**config.mk**
```make
export PLATFORM = sky130hd
export DESIGN_NAME = seq_divider_flat
export DESIGN_NICKNAME = d
export VERILOG_FILES = /design/src/rtl/seq_divider_if.sv /design/src/rtl/seq_divider.sv /design/src/flat_wrapper.sv
export SDC_FILE = /design/constraint.sdc
export NUM_CORES = 1
export LEC_CHECK = 0
export CORE_MARGIN = 2
export CORE_UTILIZATION = 50
export DETAILED_ROUTE_END_ITERATION = 7
export PLACE_DENSITY = 0.84
export REMOVE_ABC_BUFFERS = 1
export SYNTH_ARGS = -nofsm -noshare
export SYNTH_HDL_FRONTEND = slang
export SYNTH_SLANG_ARGS = --single-unit
```
**constraint.sdc**
```tcl
create_clock -name clk -period 3.22 [get_ports clk]
set_clock_uncertainty 0.2 [all_clocks]
set_input_delay 0.483 -clock clk [delete_from_list [all_inputs] [get_ports clk]]
set_output_delay 0.483 -clock clk [all_outputs]
set_load 0.005 [all_outputs]
```
**src/rtl/seq_divider_if.sv**
```systemverilog
// Start/done handshake and operand/result bundle for seq_divider.
// The master drives the operands and start; the slave returns the results and status.
interface seq_divider_if #(
   parameter int unsigned W = 4
);
   logic         start;
   logic [W-1:0] Dividend;
   logic [W-1:0] Divisor;
   logic [W-1:0] Q;
   logic [W-1:0] Rem;
   logic         busy;
   logic         done;
   logic         DivZero;

   modport master (
      output start, Dividend, Divisor,
      input  Q, Rem, busy, done, DivZero
   );

   modport slave (
      input  start, Dividend, Divisor,
      output Q, Rem, busy, done, DivZero
   );
endinterface

```
**src/rtl/seq_divider.sv**
```systemverilog
// Iterative unsigned non-restoring divider: one quotient bit per clock, start/done handshake.
// Optional DIV_ZERO_TRAP_EN: a zero divisor finishes on the accepting edge and raises DivZero.
module seq_divider #(
   parameter int unsigned W = 4
) (
   input logic          clk,
   input logic          rst_n,
   seq_divider_if.slave bus
);
   localparam int unsigned CW = $clog2(W + 1);

   localparam logic [1:0] StIdle = 2'd0;
   localparam logic [1:0] StRun  = 2'd1;
   localparam logic [1:0] StFix  = 2'd2;
   localparam logic [1:0] StDone = 2'd3;

   logic [1:0]    state_q, state_d;
   logic [W:0]    a_q, a_d;
   logic [W-1:0]  m_q, m_d;
   logic [W-1:0]  qr_q, qr_d;
   logic [W-1:0]  q_q, q_d;
   logic [W-1:0]  rem_q, rem_d;
   logic [CW-1:0] count_q, count_d;
   logic          busy_q, busy_d;
   logic          done_q, done_d;
   logic          trap;
   logic [W:0]    a_sh, a_step, a_fix;
`ifdef DIV_ZERO_TRAP_EN
   logic          div_zero_q, div_zero_d;

   assign trap = (bus.Divisor == '0);
`else
   assign trap = 1'b0;
`endif

   // Sign of the old partial remainder picks add or subtract, as in the add/sub datapath.
   assign a_sh   = {a_q[W-1:0], qr_q[W-1]};
   assign a_step = a_q[W] ? a_sh + {1'b0, m_q} : a_sh - {1'b0, m_q};
   assign a_fix  = a_q[W] ? a_q + {1'b0, m_q} : a_q;

   always_comb begin
      state_d = state_q;
      a_d     = a_q;
      m_d     = m_q;
      qr_d    = qr_q;
      count_d = count_q;
      q_d     = q_q;
      rem_d   = rem_q;
      busy_d  = busy_q;
      done_d  = 1'b0;
`ifdef DIV_ZERO_TRAP_EN
      div_zero_d = div_zero_q;
`endif
      case (state_q)
         StIdle, StDone: begin
            if (bus.start) begin
               if (trap) begin
                  q_d     = '1;
                  rem_d   = bus.Dividend;
                  done_d  = 1'b1;
                  state_d = StDone;
`ifdef DIV_ZERO_TRAP_EN
                  div_zero_d = 1'b1;
`endif
               end else begin
                  a_d     = '0;
                  qr_d    = bus.Dividend;
                  m_d     = bus.Divisor;
                  count_d = CW'(W);
                  busy_d  = 1'b1;
                  state_d = StRun;
`ifdef DIV_ZERO_TRAP_EN
                  div_zero_d = 1'b0;
`endif
               end
            end else begin
               state_d = StIdle;
            end
         end
         StRun: begin
            a_d     = a_step;
            qr_d    = {qr_q[W-2:0], ~a_step[W]};
            count_d = count_q - CW'(1);
            if (count_q == CW'(1)) begin
               state_d = StFix;
            end
         end
         StFix: begin
            a_d     = a_fix;
            q_d     = qr_q;
            rem_d   = a_fix[W-1:0];
            busy_d  = 1'b0;
            done_d  = 1'b1;
            state_d = StDone;
         end
         default: state_d = StIdle;
      endcase
   end

   always_ff @(posedge clk or negedge rst_n) begin
      if (!rst_n) begin
         state_q <= StIdle;
         a_q     <= '0;
         m_q     <= '0;
         qr_q    <= '0;
         count_q <= '0;
         q_q     <= '0;
         rem_q   <= '0;
         busy_q  <= 1'b0;
         done_q  <= 1'b0;
`ifdef DIV_ZERO_TRAP_EN
         div_zero_q <= 1'b0;
`endif
      end else begin
         state_q <= state_d;
         a_q     <= a_d;
         m_q     <= m_d;
         qr_q    <= qr_d;
         count_q <= count_d;
         q_q     <= q_d;
         rem_q   <= rem_d;
         busy_q  <= busy_d;
         done_q  <= done_d;
`ifdef DIV_ZERO_TRAP_EN
         div_zero_q <= div_zero_d;
`endif
      end
   end

   assign bus.Q    = q_q;
   assign bus.Rem  = rem_q;
   assign bus.busy = busy_q;
   assign bus.done = done_q;
`ifdef DIV_ZERO_TRAP_EN
   assign bus.DivZero = div_zero_q;
`else
   assign bus.DivZero = 1'b0;
`endif
endmodule

```
**src/flat_wrapper.sv**
```systemverilog
// flat-port wrapper written by rule: the top's interface ports become plain ports
module seq_divider_flat 
#(
   parameter int unsigned W = 4
)
  (clk, rst_n, bus_start, bus_Dividend, bus_Divisor, bus_Q, bus_Rem, bus_busy, bus_done, bus_DivZero);
  seq_divider_if #(.W(W)) bus_i ();
  input logic clk;
  input logic rst_n;
  input wire logic [$bits(bus_i.start)-1:0] bus_start;
  input wire logic [$bits(bus_i.Dividend)-1:0] bus_Dividend;
  input wire logic [$bits(bus_i.Divisor)-1:0] bus_Divisor;
  output wire logic [$bits(bus_i.Q)-1:0] bus_Q;
  output wire logic [$bits(bus_i.Rem)-1:0] bus_Rem;
  output wire logic [$bits(bus_i.busy)-1:0] bus_busy;
  output wire logic [$bits(bus_i.done)-1:0] bus_done;
  output wire logic [$bits(bus_i.DivZero)-1:0] bus_DivZero;
  assign bus_i.start = bus_start;
  assign bus_i.Dividend = bus_Dividend;
  assign bus_i.Divisor = bus_Divisor;
  assign bus_Q = bus_i.Q;
  assign bus_Rem = bus_i.Rem;
  assign bus_busy = bus_i.busy;
  assign bus_done = bus_i.done;
  assign bus_DivZero = bus_i.DivZero;
  seq_divider #(.W(W)) u_core (.clk(clk), .rst_n(rst_n), .bus(bus_i));
endmodule
```
==> results of run 1 <==
worst max-delay path, stage by stage (launching register included):
cell     delay (ps)
dfrtp_1         450
inv_1           100
ha_1            270
mux2_2          150
inv_1            60
fa_1            450
inv_1            70
a21o_1          100
a21oi_1          70
xnor2_1         140
a32o_1          260
layout by cell type, fill, tap and decap left out, drive strengths merged, types with 2 or more instances in the layout:
cell type	netlist	final
a21o	2	2
fa	2	2
clkbuf	3	3
dfrtp	28	28
clkdlybuf4s50	0	20
nor2b	2	2
o21ai	10	10
inv	19	19
nand2	8	8
xnor2	5	5
o22ai	7	7
nand3	4	4
o31ai	2	2
a31oi	2	2
nor3	2	2
a21oi	18	18
xor2	3	3
a22oi	2	2
nor2	12	12
ha	13	13
mux2	15	15
through the flow:
step                utilization [%]  hold WS, ps
floorplan                         -        -12.6
global placement               58.3          292
detailed placement             58.3          297
CTS                            59.9          323
global route                   59.9          327
finish                         59.9          310
registers in the layout (all words and copies together), names as in the netlist:
signal,flops
u_core.bus.Rem,4
u_core.qr_q,4
u_core.bus.Q,4
u_core.m_q,4
u_core.bus.busy,1
u_core.count_q,3
u_core.bus.done,1
u_core.state_q,2
u_core.a_q,5
where the power goes:
group,total (W),internal [W],switching [W]
registers,0.000668,0.000516,0.000152
logic,0.00129,0.000637,0.000649
clock network,0.000232,0.000126,0.000106
total,0.00219,0.00128,0.000908
layout make-up:
type,instances,area (um2)
Clock buffer,3,22.5
Clock inverter,1,30.0
Fill cell,294,1320
Inverter,19,71.3
Multi-Input combinational cell,118,878
Sequential cell,28,701
Tap cell,46,57.6
Timing Repair Buffer,21,208
per-layer routing:
metal | vias to the layer above | part of all wire, % | GRT usage [%]
li1 | 637 | - | -
met1 | 619 | 48 | 26.8
met2 | 34 | 47 | 29.1
met3 | 2 | 4.8 | 1.63
met4 | 0 | 0.36 | 5.00
met5 | - | 0 | 0
cells by family (layout without fill, tap and decap cells):
group / Yosys count / after routing / share of synthesized area (%)
mux: 16 / 16 / 10.6
other cells: 1 / 1 / 0.222
compound gates: 48 / 48 / 16.9
fa+ha+maj: 15 / 15 / 12.0
buf+inv: 27 / 44 / 6.66
simple gates: 30 / 30 / 8.06
xor+xnor: 8 / 8 / 4.14
flops: 28 / 28 / 41.4
final timing paths:
kind | startpoint | to | cells after the start
setup / recovery | u_core.m_q[1]$_DFFE_PN0P_ | u_core.a_q[4]$_DFFE_PN0P_ | 10
setup reg to reg | u_core.m_q[1]$_DFFE_PN0P_ | u_core.a_q[4]$_DFFE_PN0P_ | 10
max in group asynchronous | rst_n | u_core.bus.Rem[2]$_DFFE_PN0P_ | 2
min in group clk | u_core.bus.Rem[1]$_DFFE_PN0P_ | u_core.bus.Rem[1]$_DFFE_PN0P_ | 1
hold / removal | rst_n | u_core.m_q[3]$_DFFE_PN0P_ | 2
hold reg to reg | u_core.bus.Rem[1]$_DFFE_PN0P_ | u_core.bus.Rem[1]$_DFFE_PN0P_ | 1
==> summary.md, run 1 <==
| Metric | Value |
|---|---|
| Status | `finished clean` |
| Grt total ovfl | `0` |
| WP data required | `roughly 3300 ps` |
| Pwr Total | `roughly 0.0022 W` |
| DRC Markers | `0` |
| EDFF count, synth | `0` |
| Flops & latches, synth | `28` |
| Floorplan row count | `21` |
| Global Route Usage Sum | `a little under a fifth` |
| Clk slew on worst S/H paths | `160 ps` |
| Pre-CTS WS | `829 ps` |
| Area grow syn2layout | `16.3%` |
| Placed Instances | `about 230` |
| WP data arrival | `around 2500 ps` |
| DIE AREA | `between 3000 and 4000 um2` |
| First-pass GRT wire length | `5700 um` |
| Via count | `1292` |
| RSZ-0062 raised after global routing | `false` |
| Crit Path Max Fanout | `5` |
| Crit path kind | `reg2reg` |
| IO buf count | `20` |
| Peak Freq | `just over 400 MHz` |
| Number of DRC markers in iteration 0 | `between 80 and 90` |
| Worst slew margin | `about three fifths` |
| Syn avg cell area | `9.78 um2` |
| Crit share post-route | `74.8%` |
| Design area | `1970 um2` |
| Most area-consuming cells after synthesis | `dfrtp_1 41%, mux2_2 10%, ha_1 9.6%` |
| Remaining antenna violation count after routing | `0` |
| Final net count | `roughly 220` |
| Worst skew pair latency | `~330 ps` |
| Setup bufs post-CTS | `0` |
| Max VDD drop | `between 0.5 and 0.6 mV` |
| R2r setup slk | `approximately 800 ps` |
| Post-Layout Cell Count | `236` |
| Fin crit period | `approximately 2400 ps` |
| Synth Instances | `173` |
| Placeable Area | `3280 um2` |
| Antenna fix cells | `0` |
| Cell Area, Placed | `approximately 1900 um2` |
| Avg WL per Cell | `14.2 um` |
| Post-CTS resize count | `0` |
| Starting Density | `51.5%` |
| Die width | `~62 um` |
| Most common flop cell mapped by yosys | `dfrtp_1` |
| Avg Vias per Cell | `5.47` |
| Cell taking the most area after synthesis | `dfrtp_1` |
| CP Launch Type | `register` |
| Ys async rst share | `100%` |
| List of most frequent post-synthesis cells | `28 x dfrtp_1, 19 x inv_1, 18 x a21oi_1, 15 x mux2_2, 13 x ha_1` |
| Pleak | `0.857 nW` |
| Number of CTS-inserted buffers | `3` |
| Setup tns final | `0 ps` |
| Min setup slack post-route | `between 800 and 900 ps` |
| I/O pin count | `22` |
| HP Class | `in2async` |
| Drt first pass iters | `4` |
| Critical Path Sink Type | `register` |
| Final Hold Viols | `0` |
| Mapped cell area | `1690 um2` |
| Die Span Y | `about 62 um` |
| Largest net degree at the start of global routing | `29` |
| Layout cells sized above 1 | `between 10% and 20%` |
| Max Cap Viol | `0` |
| Synth warn | `0` |
| Setup-failing EPs final | `0` |
| Htree depth | `1` |
| Power Dens Cells | `between 1000 and 1500 nW/um2` |
| Sequential fraction of the synthesis area | `between 40% and 50%` |
| Yosys top cell area share | `around 41%` |
| Clock buffer depth | `2` |
| Most frequent cell after synthesis | `dfrtp_1` |
| Vias in the first global route | `~1200` |
| Total Wirelength | `around 3300 um` |
| Initial antenna violation count | `0` |
| CTS tree | `yes` |
| Gpl congestion | `roughly 0.95` |
| Root Driver | `clkbuf_4` |
| Hold buffers post-CTS | `0` |
| DP HPWL | `2400 um` |
| Num Clock Sinks | `28` |
| Measured slew at the worst slew-check pin | `around 600 ps` |
| Slew Limit Fails | `0` |
| Post-synthesis cell type count | `31` |
Note: power is estimated with default switching activity, not from simulation.
==> run 2: changes to the inputs <==
==> constraint.sdc (replaced) <==
create_clock -name clk -period 2.35 [get_ports clk]
set_clock_uncertainty 0.2 [all_clocks]
set_input_delay 0.3525 -clock clk [delete_from_list [all_inputs] [get_ports clk]]
set_output_delay 0.3525 -clock clk [all_outputs]
set_load 0.005 [all_outputs]
==> run 2 against run 1 <==
Effect of this change:
- flip-flop and latch count unchanged
- critical path depth unchanged
- via count increased by 6.5%
- combinational power increased by 57%
- design area increased by 5.5%
- largest power group unchanged
==> summary.md, run 2 (synthesis gave the netlist of run 1 again) <==
| Metric | Value |
|---|---|
| R2r setup slk | `roughly 86 ps` |
| Final net count | `around 230` |
| R2r endpoint | `u_core.a_q[4]$_DFFE_PN0P_` |
| Placed Instances | `about 240` |
| Worst skew pair latency | `roughly 340 ps` |
| Die width | `a little over 60 um` |
| Most frequent CP cell | `inv_1` |
| Slew Limit Fails | `0` |
| FF-to-FF path depth | `10` |
| Vias in the first global route | `between 1000 and 1500` |
| Global Route Usage Sum | `19.3%` |
| WP data arrival | `between 2000 and 2500 ps` |
| Design area | `approximately 2100 um2` |
| Final Util | `between 60% and 70%` |
| Most frequent cells in the layout | `28 x dfrtp_1, 20 x clkdlybuf4s50_1, 17 x inv_1` |
| Max Cap Viol | `0` |
| Crit share post-route | `a little over nine tenths` |
| Number of CTS-inserted buffers | `3` |
| Worst path slowest cell | `dfrtp_1` |
| Largest net degree at the start of global routing | `29` |
| Worst-path cell chain | `inv_1, ha_4, mux2_4, inv_2, fa_2, inv_1, a21o_1, a21oi_2, xnor2_2, a32o_1` |
| WP data required | `~2400 ps` |
| Crit path kind | `reg2reg` |
| Die Span Y | `about 62 um` |
| Worst stage delay on the critical path | `~410 ps` |
| Area grow syn2layout | `22.8%` |
| Max VDD drop | `roughly 0.73 mV` |
| I/O pin count | `22` |
| Avg Vias per Cell | `5.59` |
| DIE AREA | `approximately 3900 um2` |
| Via count | `roughly 1400` |
| Starting Density | `around half` |
| Root Driver | `clkbuf_4` |
| Pleak | `slightly above 0.9 nW` |
| DP HPWL | `approximately 2600 um` |
| Clk slew on worst S/H paths | `around 150 ps` |
| Final Hold Viols | `0` |
| Max reg flops | `5` |
| Grt total ovfl | `0` |
| Post-Layout Cell Count | `roughly 250` |
| Most common cell after layout, fill and taps aside | `dfrtp_1` |
| Cell Area, Placed | `a little under 2000 um2` |
| Hold buffers post-CTS | `0` |
| Initial antenna violation count | `0` |
| Critical Path Sink Type | `register` |
| First-pass GRT wire length | `~6100 um` |
| Gpl congestion | `between 0.8 and 0.9` |
| IO buf count | `20` |
| Fin crit period | `2260 ps` |
| Avg WL per Cell | `14.7 um` |
| Placeable Area | `around 3300 um2` |
| Clock buffer depth | `2` |
| Status | `finished clean` |
| Setup tns final | `0 ps` |
| Antenna fix cells | `0` |
| Number of DRC markers in iteration 0 | `47` |
| CTS tree | `yes` |
| Layout cells sized above 1 | `18.5%` |
| DRC Markers | `0` |
| Pwr Total | `about 0.0032 W` |
| HP Class | `in2async` |
| CP Launch Type | `register` |
| Crit Path Max Fanout | `2` |
| Power Dens Cells | `approximately 1600 nW/um2` |
| Drt first pass iters | `4` |
| Remaining antenna violation count after routing | `0` |
| Floorplan row count | `21` |
| Peak Freq | `442 MHz` |
| Biggest register | `u_core.a_q` |
| Num Clock Sinks | `28` |
| Total Wirelength | `~3600 um` |
| Setup-failing EPs final | `0` |
| Htree depth | `1` |
| Reg2reg start | `u_core.m_q[0]$_DFFE_PN0P_` |
-- run 2: worst max-delay path by stage --
stage / from / to / slack [ps] / cells past startpoint
6_report: u_core.m_q[0]$_DFFE_PN0P_ / u_core.a_q[4]$_DFFE_PN0P_ / 90 / 10
5_1_grt: u_core.m_q[0]$_DFFE_PN0P_ / u_core.a_q[3]$_DFFE_PN0P_ / -20 / 9
4_1_cts: u_core.m_q[1]$_DFFE_PN0P_ / u_core.a_q[4]$_DFFE_PN0P_ / 10 / 10
3_5_place_dp: u_core.m_q[1]$_DFFE_PN0P_ / u_core.a_q[4]$_DFFE_PN0P_ / 40 / 10
3_3_place_gp: u_core.m_q[1]$_DFFE_PN0P_ / u_core.a_q[4]$_DFFE_PN0P_ / 120 / 10
2_1_floorplan: u_core.m_q[1]$_DFFE_PN0P_ / u_core.a_q[4]$_DFFE_PN0P_ / 80 / 10
-- run 2: per-layer routing --
metal	up-vias	GRT usage, %	wire length, um
met5	-	0	0
met4	0	5.00	38
met3	5	2.54	110
met2	25	32.9	1770
met1	685	26.2	1710
li1	661	-	-
-- run 2: critical path: cells and delay by family, from the launching register on --
family | cells | cell delay [ps]
AOI/OAI and AO/OA | 3 | 590
adders and majority gates | 2 | 390
buffers and inverters | 3 | 200
DFF | 1 | 410
xor gates and xnor gates | 1 | 110
muxes | 1 | 280
-- run 2: final cells by class --
class	count	area (um2)
sequential	28	701
multi-input combinational	118	912
clock inverter	1	30.0
clock buffer	3	22.5
tap	46	57.6
timing repair buffer	31	283
fill	269	1210
inverter	19	71.3
-- run 2: power by group --
group | leakage [nW] | switching (W) | internal [W]
clock | 0.0279 | 0.000146 | 0.000173
combinational | 0.553 | 0.00100 | 0.00101
sequential | 0.334 | 0.000192 | 0.000706
total | 0.915 | 0.00134 | 0.00189
-- run 2: what timing repair did --
item	in CTS	in global routing
hold endpoints to repair	0	0
resized for setup	0	8
endpoints found under the setup margin	0	3
buffers inserted	0	1
-- run 2: per-stage QoR --
stage / setup slack [ps] / hold slack [ps]
global placement: 121 / 291
global route: -20.7 / 187
floorplan: 79.5 / -143
detailed placement: 36.6 / 296
finish: 85.9 / 160
CTS: 13.0 / 186
